File: config.mk
export PLATFORM = sky130hd
export DESIGN_NAME = divider
export DESIGN_NICKNAME = d
export VERILOG_FILES = /design/src/rtl/divider.sv
export SDC_FILE = /design/constraint.sdc
export NUM_CORES = 1
export LEC_CHECK = 0
export ABC_AREA = 1
export CORE_MARGIN = 3
export CORE_UTILIZATION = 37
export DETAILED_ROUTE_END_ITERATION = 10
export SYNTH_ARGS = -nofsm -noshare
export SYNTH_HDL_FRONTEND = slang
export SYNTH_SLANG_ARGS = --single-unit
File: constraint.sdc
create_clock -name CLK -period 1.7 [get_ports CLK]
set_input_delay 0.425 -clock CLK [delete_from_list [all_inputs] [get_ports CLK]]
set_output_delay 0.425 -clock CLK [all_outputs]
set_load 0.01 [all_outputs]
File: src/rtl/divider.sv
// Restoring unsigned divider: one quotient bit per clock, START/BUSY/DONE handshake.
// Latency WIDTH+1 cycles (1 for divide-by-zero); START is ignored while BUSY.
module divider #(
    parameter int WIDTH = 8
) (
    input  logic             CLK,
    input  logic             RESET,
    input  logic             START,
    input  logic [WIDTH-1:0] DIVIDEND,
    input  logic [WIDTH-1:0] DIVISOR,
    output logic [WIDTH-1:0] QUOTIENT,
    output logic [WIDTH-1:0] REMAINDER,
    output logic             BUSY,
    output logic             DONE,
    output logic             DIV_BY_ZERO
);

    localparam int CW = $clog2(WIDTH + 1);

    typedef enum logic [1:0] {
        IDLE   = 2'd0,
        CALC   = 2'd1,
        FINISH = 2'd2
    } state_t;

    state_t           state, state_nxt;
    logic [WIDTH-1:0] prem;
    logic [WIDTH-1:0] shreg;
    logic [WIDTH-1:0] dvsr;
    logic [CW-1:0]    cnt;

    logic             accept;
    logic             last_step;
    logic [WIDTH:0]   cand;
    logic             step_ok;
    logic [WIDTH-1:0] prem_nxt;
    logic [WIDTH-1:0] shreg_nxt;

    assign accept    = (state != CALC) && START;
    assign last_step = (state == CALC) && (cnt == CW'(1));

    // shreg feeds dividend bits out of its MSB while quotient bits enter its LSB,
    // so after WIDTH steps it holds the full quotient.
    always_comb begin
        cand      = {prem, shreg[WIDTH-1]};
        step_ok   = (cand >= {1'b0, dvsr});
        prem_nxt  = step_ok ? (cand[WIDTH-1:0] - dvsr) : cand[WIDTH-1:0];
        shreg_nxt = {shreg[WIDTH-2:0], step_ok};
    end

    always_ff @(posedge CLK or negedge RESET) begin
        if (!RESET) begin
            state <= IDLE;
        end else begin
            state <= state_nxt;
        end
    end

    always_comb begin
        state_nxt = state;
        case (state)
            IDLE: begin
                if (START) begin
                    state_nxt = (DIVISOR == '0) ? FINISH : CALC;
                end
            end
            CALC: begin
                if (last_step) begin
                    state_nxt = FINISH;
                end
            end
            FINISH: begin
                if (START) begin
                    state_nxt = (DIVISOR == '0) ? FINISH : CALC;
                end else begin
                    state_nxt = IDLE;
                end
            end
            default: state_nxt = IDLE;
        endcase
    end

    always_ff @(posedge CLK or negedge RESET) begin
        if (!RESET) begin
            prem        <= '0;
            shreg       <= '0;
            dvsr        <= '0;
            cnt         <= '0;
            QUOTIENT    <= '0;
            REMAINDER   <= '0;
            DIV_BY_ZERO <= 1'b0;
        end else if (accept) begin
            dvsr <= DIVISOR;
            if (DIVISOR != '0) begin
                prem  <= '0;
                shreg <= DIVIDEND;
                cnt   <= CW'(WIDTH);
            end else begin
                QUOTIENT    <= '1;
                REMAINDER   <= DIVIDEND;
                DIV_BY_ZERO <= 1'b1;
            end
        end else if (state == CALC) begin
            prem  <= prem_nxt;
            shreg <= shreg_nxt;
            cnt   <= cnt - CW'(1);
            if (last_step) begin
                QUOTIENT    <= shreg_nxt;
                REMAINDER   <= prem_nxt;
                DIV_BY_ZERO <= 1'b0;
            end
        end
    end

    // Pure decodes of the state flop: no combinational path from any input.
    assign BUSY = (state == CALC);
    assign DONE = (state == FINISH);

endmodule

==> results.md, run 1 <==
* Sequential cell area at 0.00118 mm2
* Startpoint types: flop
* Fin crit period at about 1.7 ns
* Worst hold path class: in -> async
* Final-report hold violation count at 0
* Max Slew Vio Count at 0
* Nets at ~460
* Sequential share of the synthesized area at 44.3%
* Final Power at approximately 8.2 mW
* Placed Area at 0.00346 mm2
* Final Routed Wirelength at about 6900 um
* CP Data Arrival Time at 1.95 ns
* Initial antenna violation count at 0
* Synth async-reset ratio at 100%
* Clock Power Share at between 10% and 20%
* Sequential power share at a little under a quarter
* Routed vias at 2,525
* Clock latency on the worst-skew pair at 0.31 ns
* Die X at roughly 91 um
* LEAKAGE at ~1.9 nW
* Ant diodes at 0
* GRT Residual Overflow at 0
* Number of enable flip-flop cells after synthesis at 0
* Htree depth at 2
* Clk buf depth at 2
* Syn nets at 376
* Clock skew at around 0.0072 ns
* Max VDD drop at about 950 uV
* CTS tree: done
* Routed Antenna Nets at 0
* Share of layout cells above drive strength 1 at ~29%
* Mapped Cells at around 350
* Tcrit/Tclk final at 102%
* Area grow syn2layout at 46.0%
* Gr usage total at between 10% and 20%
* Cts bufs inserted at 5
* Final-report setup violation count at 7
* Post-Synthesis Cell Area at 0.00266 mm2
* Die H at 90.7 um
* Commonest register cell after synthesis: dfrtp_1
* Setup crit end kind: flop
* Most common cell after layout, fill and taps aside: nand2_1
* Final Non-Filler Cells at 530
* Max_cap viols at 0
* Post-Place Worst Slack at -0.352 ns
* Drt wl/cell at 13.0 um
* Outcome: complete, but fails checks
* Sink Count at 47
* HPWL after DPL at approximately 4800 um
* Cell variety after synth at 30
* Residual DRC count at 0
* Actual slew at the worst max-slew pin at between 0.2 and 0.3 ns
* Final Cell Area at 0.00388 mm2
* Worst Path Required at 1.92 ns
* Gate power share at between 60 and 70%
* P_int at approximately 4.7 mW
* Detailed router's first-iteration violation count at 99
* FMAX at around 580 MHz
* Final GP Congestion at around 0.8
* Synth warn at 0
* Failing checks: negative setup slack
* Core Region at slightly below 0.007 mm2
* Global-route wire length before repair at between 10,000 and 15,000 um
* Switch share at approximately 43%
* Pwr/cell area at about 2100 mW/mm2
* Placed insts at 515
* Max FO, Critical Path at 8
* Mean Syn Cell Area at 7.67 um2
* Vias in the first global route at approximately 2,600
* Clock transition at path regs at about 0.09 ns
* #FFs+latches synth at 47
* Setup_tns at -0.109 ns
* Top-Level Pins at 38
* Most frequent cells in the layout: nand2_1, dfrtp_1, buf_4
* Initial Util at about two fifths
* Port Buffers at 37
* Row cnt at 30
* Sw power at approximately 3.6 mW
* Critical path type: reg -> reg
* Vias/cell at around 4.8
* Pin count of the biggest net entering global routing at 48
* Area of the multi-input gates at roughly 0.0015 mm2
* RSZ-0062 raised after global routing: true
* # hold bufs at CTS at 0
* Fin worst setup slack at -0.0323 ns
* DR pass1 iterations at 4
* Max_slew headroom at approximately 80%
* Die Footprint at ~0.0082 mm2
* CTS Root Cell: clkbuf_8
* # fillers at 640
## synthesized netlist by cell type (all sizes together) (2+ instances only)
master | n | area share (%)
nand2 | 105 | 16
inv | 50 | 7.2
dfrtp | 47 | 44
nor2 | 28 | 4.7
o21ai | 27 | 5.2
nand3 | 23 | 4.3
a21oi | 13 | 2.5
ha | 10 | 4.7
nand4 | 10 | 2.6
or2 | 9 | 2.1
and2 | 7 | 1.6
buf | 7 | 2.1
xnor2 | 3 | 0.99
clkbuf | 2 | 0.28
o22ai | 2 | 0.47
## timing repair
action / CTS / global route
gates cloned: 0 / 2
setup endpoints to repair: 21 / 28
setup buffers: 3 / 2
pin swaps: 18 / 34
resized for setup: 18 / 43
## sequential cells by signal, summed over array words and instances, names as in the netlist
signal       flops
DIV_BY_ZERO      1
QUOTIENT         8
REMAINDER        8
cnt              4
dvsr             8
prem             8
shreg            8
state            2
## logic make-up after synthesis
group / synth area share, %
simple gates: 31.6
fa+ha+maj: 5.47
compound gates: 8.15
buf+inv: 9.52
flops: 44.3
xor+xnor: 0.990
## power by group through the flow
| stage | Clock [mW] | Sequential (mW) | Combinational (mW) |
|---|---|---|---|
| global route | 0.950 | 2.02 | 5.97 |
| global placement | 0 | 1.92 | 4.40 |
| finish | 0.887 | 1.94 | 5.40 |
| detailed placement | 0 | 1.93 | 4.44 |
| floorplan | 0 | 1.97 | 2.58 |
| CTS | 0.902 | 1.93 | 4.77 |
## cell type report
class / instances / share of cell area [%]
Clock buffer: 6 / 2.13
Multi-Input combinational cell: 242 / 38.0
Tap cell: 96 / 3.10
Inverter: 50 / 4.97
Timing Repair Buffer: 87 / 20.4
Clock inverter: 2 / 1.00
Sequential cell: 47 / 30.4
## through the flow
stage | hold slack, ns | utilization [%]
floorplan | 0.129 | -
global placement | 0.431 | 50.4
detailed placement | 0.430 | 50.4
CTS | 0.0942 | 53.8
global route | 0.0962 | 56.4
finish | 0.0861 | 56.4
## worst paths after layout
| path | endpoint | cells after the start | slack [ns] | from |
|---|---|---|---|---|
| worst max-delay path | REMAINDER[0]$_DFFE_PN0P_ | 11 | -0.03 | prem[5]$_DFFE_PN0P_ |
| worst min-delay path | prem[7]$_DFFE_PN0P_ | 2 | 0.09 | RESET |
| worst max register to register | REMAINDER[0]$_DFFE_PN0P_ | 11 | -0.03 | prem[5]$_DFFE_PN0P_ |
| worst min register to register | shreg[0]$_DFFE_PN0P_ | 2 | 0.50 | shreg[0]$_DFFE_PN0P_ |
| max in group asynchronous | state[1]$_DFFE_PN0P_ | 2 | 1.39 | RESET |
| min in group CLK | shreg[0]$_DFFE_PN0P_ | 2 | 0.50 | shreg[0]$_DFFE_PN0P_ |
## worst max-delay path, stage by stage, from the launching register on
cell     delay, ns
dfrtp_1       0.43
ha_4          0.31
inv_4         0.04
nor2_4        0.11
nand2_4       0.08
nor2_4        0.14
nor2_4        0.07
buf_12        0.13
nand4_1       0.10
nand3_1       0.10
nand2_1       0.07
inv_1         0.03
## metal layers
metal	GRT usage [%]	wire, um	up-vias
met5	0	0	-
met1	20.8	3110	1179
met3	3.50	271	20
met4	5.99	191	0
met2	28.5	3310	58
li1	-	-	1268
Power figures use the tool's default switching activity.
==> run 2, diff against run 1 <==
CORE_ASPECT_RATIO = 1.4   (was not set)
REMOVE_ABC_BUFFERS = 1   (was not set)
==> results.md, run 2 (synthesis results as in run 1) <==
* Port Buffers at 37 (unchanged)
* Core Region at 0.00679 mm2 (-1.2%)
* Fin crit period at 1.71 ns (-0.0212 ns)
* FF-to-FF setup slack at -0.01 ns (+0.02 ns)
* # hold bufs at CTS at 0 (unchanged)
* Final-report hold violation count at 0 (unchanged)
* Ant diodes at 0 (unchanged)
* Max_cap viols at 0 (unchanged)
* Max FO, Critical Path at 5 (-3)
* Final GP Congestion at 0.747 (-5.6%)
* Vias in the first global route at 2,464 (-6.2%)
* Final Routed Wirelength at 6750 um (-2.0%)
* Pin count of the biggest net entering global routing at 48 (unchanged)
* Cts bufs inserted at 5 (unchanged)
* FF-to-FF End: REMAINDER[5]$_DFFE_PN0P_
* # fillers at 623 (-2.7%)
* Hold Slack at 0.0821 ns (-0.00405 ns)
* Die X at 77.6 um (-14%)
* Most common cell after layout, fill and taps aside: nand2_1
* Slowest stage delay, CP at 0.41 ns (-0.02 ns)
* Most frequent cells in the layout: nand2_1, dfrtp_1, buf_4
* Die Footprint at 0.00824 mm2 (+0.18%)
* Htree depth at 2 (unchanged)
* Setup crit start: shreg[7]$_DFFE_PN0P_
* Clock Power Share at 11.8% (+1.0 points)
* CP max-delay cell: dfrtp_1
* Placed insts at 507 (-1.6%)
* R2R Path Start: shreg[7]$_DFFE_PN0P_
* Residual DRC count at 0 (unchanged)
* Max VDD drop at 958 uV (+0.53%)
* Sink Count at 47 (unchanged)
* Switch share at 43.0% (-0.33 points)
* Vias/cell at 4.71 (-1.2%)
* Failing checks: negative setup slack
* Row cnt at 35 (+17%)
* GRT Residual Overflow at 0 (unchanged)
* Drt wl/cell at 12.8 um (-1.4%)
* Fin worst setup slack at -0.0111 ns (+0.0212 ns)
* Max Slew Vio Count at 0 (unchanged)
* Pwr/cell area at 2150 mW/mm2 (+1.2%)
* Initial antenna violation count at 0 (unchanged)
* Sw power at 3.62 mW (+1.4%)
* Outcome: complete, but fails checks
* Final-report setup violation count at 2 (-5)
* Tcrit/Tclk final at 101% (-1.2 points)
* RSZ-0062 raised after global routing: true
* Startpoint types: flop
* Final Non-Filler Cells at 527 (-0.57%)
* CP Data Arrival Time at 1.92 ns (-0.03 ns)
* Sequential power share at 23.0% (-0.6 points)
* Routed Antenna Nets at 0 (unchanged)
* Die H at 106 um (+17%)
* Setup_tns at -0.0134 ns (+0.0955 ns)
* Clock transition at path regs at 0.09 ns (about the same)
* Clock latency on the worst-skew pair at 0.31 ns (about the same)
* CP Cell Sequence: inv_2 > ha_4 > nand2_2 > nor2_2 > nand2_1 > nor2_2 > nor2_4 > nand2_4 > nand3_2 > nand3_1 > nand2_1 > inv_1
* Global-route wire length before repair at 11,200 um (-1.1%)
* Clk buf depth at 2 (unchanged)
* Share of layout cells above drive strength 1 at 29.9% (+1.3 points)
* Routed vias at 2,480 (-1.8%)
* Clock skew at 0.00340 ns (-0.00376 ns)
* FMAX at 584 MHz (+1.2%)
* Gate power share at 65.2% (-0.4 points)
* Worst R2R Path Depth at 12 (+1)
* Worst hold path class: in -> async
* Initial Util at 39.1% (+0.46 points)
* HPWL after DPL at 4770 um (+0.22%)
* Actual slew at the worst max-slew pin at 0.273 ns (+0.00352 ns)
* Nets at 464 (+0.22%)
* Critical path type: reg -> reg
* LEAKAGE at 1.90 nW (-0.95%)
* CTS Root Cell: clkbuf_8
* Gr usage total at 17.0% (+0.26 points)
* Detailed router's first-iteration violation count at 117 (+18%)
* Worst Path Required at 1.91 ns (about the same)
* CTS tree: done
* Post-Place Worst Slack at -0.394 ns (-0.0418 ns)
* P_int at 4.79 mW (+2.8%)
* DR pass1 iterations at 5 (+1)
* Max_slew headroom at 81.8% (-0.13 points)
* Area grow syn2layout at 47.4%
* Setup crit end kind: flop
* Top-Level Pins at 38 (unchanged)
## run 2: cell count changes in the layout (fill, tap and decap cells not counted), moves of 2 or more
| cell | previous run | this run |
|---|---|---|
| buf_6 | 0 | 5 |
| buf_12 | 4 | 1 |
| nand3_1 | 17 | 14 |
| inv_2 | 12 | 14 |
| nand2_4 | 7 | 5 |
| nand3_2 | 5 | 7 |
## run 2: worst max-delay path by stage
stage	end	slack, ns
floorplan	shreg[0]$_DFFE_PN0P_	-0.09
global placement	REMAINDER[6]$_DFFE_PN0P_	-0.40
detailed placement	REMAINDER[5]$_DFFE_PN0P_	-0.39
CTS	REMAINDER[0]$_DFFE_PN0P_	-0.03
global route	REMAINDER[4]$_DFFE_PN0P_	-0.12
finish	REMAINDER[5]$_DFFE_PN0P_	-0.01
## run 2: metrics by stage
step | power [mW] | util [%] | area [um2]
2_1_floorplan | 4.42 | - | 2590
3_3_place_gp | 6.20 | 50.0 | 3390
3_5_place_dp | 6.24 | 50.0 | 3390
4_1_cts | 7.70 | 54.6 | 3700
5_1_grt | 9.14 | 57.7 | 3910
6_report | 8.41 | 57.7 | 3910
## run 2: cell type report
class	count	area [um2]	share of cell area, %
Multi-Input combinational cell	241	1520	38.8
Clock buffer	6	72.6	1.85
Sequential cell	47	1180	30.1
Inverter	50	190	4.86
Tap cell	92	115	2.94
Clock inverter	2	60.1	1.53
Timing Repair Buffer	89	781	19.9
## run 2: repair_timing
item / CTS / global route
gates cloned: 1 / 0
pin swaps: 21 / 39
setup endpoints to repair: 35 / 33
buffers inserted: 4 / 7
gates resized for setup: 31 / 42
## run 2: per-layer routing
layer / global-route usage (%) / vias up / routed length (um) / part of all wire (%)
li1: - / 1265 / - / -
met2: 28.7 / 36 / 3500 / 52
met5: 0 / - / 0 / 0
met4: 7.63 / 0 / 98 / 1.5
met3: 2.37 / 7 / 171 / 2.5
met1: 21.3 / 1172 / 2990 / 44
## run 2: worst max-delay path: cells and delay by family (launching register included)
kind,cells,cell delay (ns)
flip-flops,1,0.41
adder cells (fa/ha/maj),1,0.21
buffers and inverters,2,0.14
AND/OR/NAND/NOR,9,0.86
## run 2: power by group through the flow
stage          combinational, mW  sequential, mW  clock [mW]
2_1_floorplan               2.46            1.97           0
3_3_place_gp                4.28            1.92           0
3_5_place_dp                4.32            1.92           0
4_1_cts                     4.78            1.92        1.00
5_1_grt                     6.10            1.99        1.05
6_report                    5.48            1.93       0.993
==> run 3, diff against run 2 <==
CAP_MARGIN = 20   (was not set)
CORE_MARGIN = not set   (was 3)
PLACE_DENSITY_LB_ADDON = 0.15   (was not set)
==> results.md, run 3 (synthesis results as in run 1) <==
* Outcome: complete, but fails checks
* Failing checks: negative setup slack
* CTS Root Cell: clkbuf_8
* Area grow syn2layout at 40.2%
* Clock skew at 0.00895 ns (+0.00554 ns)
* Fin crit period at 1.72 ns (+0.00937 ns)
* Ant diodes at 0 (unchanged)
* Htree depth at 2 (unchanged)
* Worst hold path class: in -> async
* Area of the multi-input gates at 0.00140 mm2 (-8.1%)
* Final Power at 7.56 mW (-10%)
* Max_slew headroom at 81.8% (about the same)
* Global-route wire length before repair at 11,100 um (-1.1%)
* Final Cell Area at 0.00372 mm2 (-4.9%)
* Core Region at 0.00694 mm2 (+2.2%)
* Placed Area at 0.00340 mm2 (+0.33%)
* # fillers at 689 (+11%)
* Most frequent cells in the layout: nand2_1, dfrtp_1, buf_4
* Actual slew at the worst max-slew pin at 0.273 ns (+0.000392 ns)
* Startpoint types: flop
* Die X at 73.6 um (-5.2%)
* Max VDD drop at 1070 uV (+12%)
* Met1 WL at 2800 um (-6.3%)
* WL met3 at 187 um (+9.4%)
* HPWL after DPL at 4830 um (+1.4%)
* FF-to-FF setup slack at -0.02 ns (about the same)
* Routed vias at 2,463 (-0.69%)
* R2R Path Start: prem[5]$_DFFE_PN0P_
* Final GP Congestion at 0.831 (+11%)
* Residual DRC count at 0 (unchanged)
* LEAKAGE at 1.85 nW (-2.7%)
* Drt wl/cell at 12.3 um (-4.0%)
* WL met2 at 3340 um (-4.4%)
* DR pass1 iterations at 4 (-1)
* Critical path type: reg -> reg
* Gr usage total at 19.3% (+2.3 points)
* FMAX at 581 MHz (-0.54%)
* Initial antenna violation count at 0 (unchanged)
* Pwr/cell area at 2030 mW/mm2 (-5.5%)
* Vias in the first global route at 2,454 (-0.41%)
* Max_cap viols at 0 (unchanged)
* Detailed router's first-iteration violation count at 87 (-26%)
* Initial Util at 38.3% (-0.84 points)
* CTS tree: done
* Core Util, Final at 53.6% (-4.0 points)
* Post-Place Worst Slack at -0.437 ns (-0.0427 ns)
* Final-report hold violation count at 0 (unchanged)
* Worst Path Required at 1.96 ns (+0.05 ns)
* Max FO, Critical Path at 10 (+5)
* FF-to-FF End: REMAINDER[0]$_DFFE_PN0P_
* Cts bufs inserted at 5 (unchanged)
* CP max-delay cell: dfrtp_1
* Top Metal Used: met4
* Setup_tns at -0.0799 ns (-0.0665 ns)
* Clk buf depth at 2 (unchanged)
* RSZ-0062 raised after global routing: true
* Routed Antenna Nets at 0 (unchanged)
* Clock transition at path regs at 0.10 ns (about the same)
* Slowest stage delay, CP at 0.43 ns (+0.02 ns)
* Die H at 102 um (-3.8%)
* Top-Level Pins at 38 (unchanged)
* Sink Count at 47 (unchanged)
* Pin count of the biggest net entering global routing at 48 (unchanged)
* Vias/cell at 4.68 (-0.50%)
* Clock latency on the worst-skew pair at 0.31 ns (about the same)
* Worst R2R Path Depth at 11 (-1)
* Final-report setup violation count at 7 (+5)
* Nets at 460 (-0.86%)
* CP Cell Sequence: ha_4 > inv_2 > nor2_1 > nand2_1 > nor2_2 > nand2_4 > nand2_4 > nand3_1 > nand3_1 > nand2_1 > inv_1
* Tcrit/Tclk final at 101% (+0.55 points)
* Max Slew Vio Count at 0 (unchanged)
* GRT Residual Overflow at 0 (unchanged)
* Sequential cell area at 0.00118 mm2 (unchanged)
* Row cnt at 36 (+2.9%)
* CP Data Arrival Time at 1.98 ns (+0.06 ns)
* Share of layout cells above drive strength 1 at 25.3% (-4.6 points)
* Port Buffers at 37 (unchanged)
* Most common cell after layout, fill and taps aside: nand2_1
* Final Routed Wirelength at 6470 um (-4.2%)
* Fin worst setup slack at -0.0205 ns (-0.00937 ns)
* Setup crit end kind: flop
* Die Footprint at 0.00752 mm2 (-8.7%)
[run 3: cell count changes in the layout (fill, tap and decap cells not counted), sizes merged]
cell | previous run | this run
clkinvlp | 0 | 2
clkbuf | 7 | 5
clkinv | 0 | 1
nand2 | 106 | 105
bufinv | 2 | 0
buf | 53 | 51
[run 3: repair_timing]
action	CTS	global route
gates resized for setup	26	21
hold buffers	0	0
pin swaps	18	23
buffers inserted	4	3
endpoints found under the setup margin	28	19
[run 3: report_power, final]
part,total [mW],switching [mW],internal [mW]
clock network,0.700,0.413,0.287
logic,4.93,2.62,2.32
registers,1.92,0.292,1.63
[run 3: worst max path at each step]
stage               cells past startpoint            startpoint                  endpoint
floorplan                              10  state[0]$_DFFE_PN0P_      shreg[0]$_DFFE_PN0P_
global placement                       10            DIVISOR[7]  REMAINDER[7]$_DFFE_PN0P_
detailed placement                     10            DIVISOR[7]  REMAINDER[5]$_DFFE_PN0P_
CTS                                    11   prem[1]$_DFFE_PN0P_  REMAINDER[0]$_DFFE_PN0P_
global route                           11   prem[5]$_DFFE_PN0P_  REMAINDER[4]$_DFFE_PN0P_
finish                                 11   prem[5]$_DFFE_PN0P_  REMAINDER[0]$_DFFE_PN0P_
[run 3: metrics by stage]
step / hold slack (ns) / instances
finish: 0.0832 / 526
global route: 0.103 / 526
global placement: 0.435 / 511
floorplan: 0.129 / 337
CTS: 0.0939 / 523
detailed placement: 0.432 / 511
[run 3: cell type report]
| cell class | count | area share (%) |
|---|---|---|
| inverters | 50 | 5.11 |
| clock buffers | 5 | 1.85 |
| multi-input cells | 240 | 37.5 |
| well taps | 95 | 3.19 |
| clock inverters | 3 | 0.538 |
| flip-flops and latches | 47 | 31.6 |
| repair buffers | 86 | 20.2 |
[run 3: layer usage]
layer  global-route usage, %  vias up
li1                        -     1259
met1                    23.1     1158
met2                    33.7       38
met3                    3.35        8
met4                    8.14        0
met5                       0        -
[run 3: critical path: cells and delay by family (launching register included)]
kind / cells / cell delay [ns]
buf+inv: 2 / 0.08
flops: 1 / 0.43
simple gates: 8 / 0.84
fa+ha+maj: 1 / 0.29
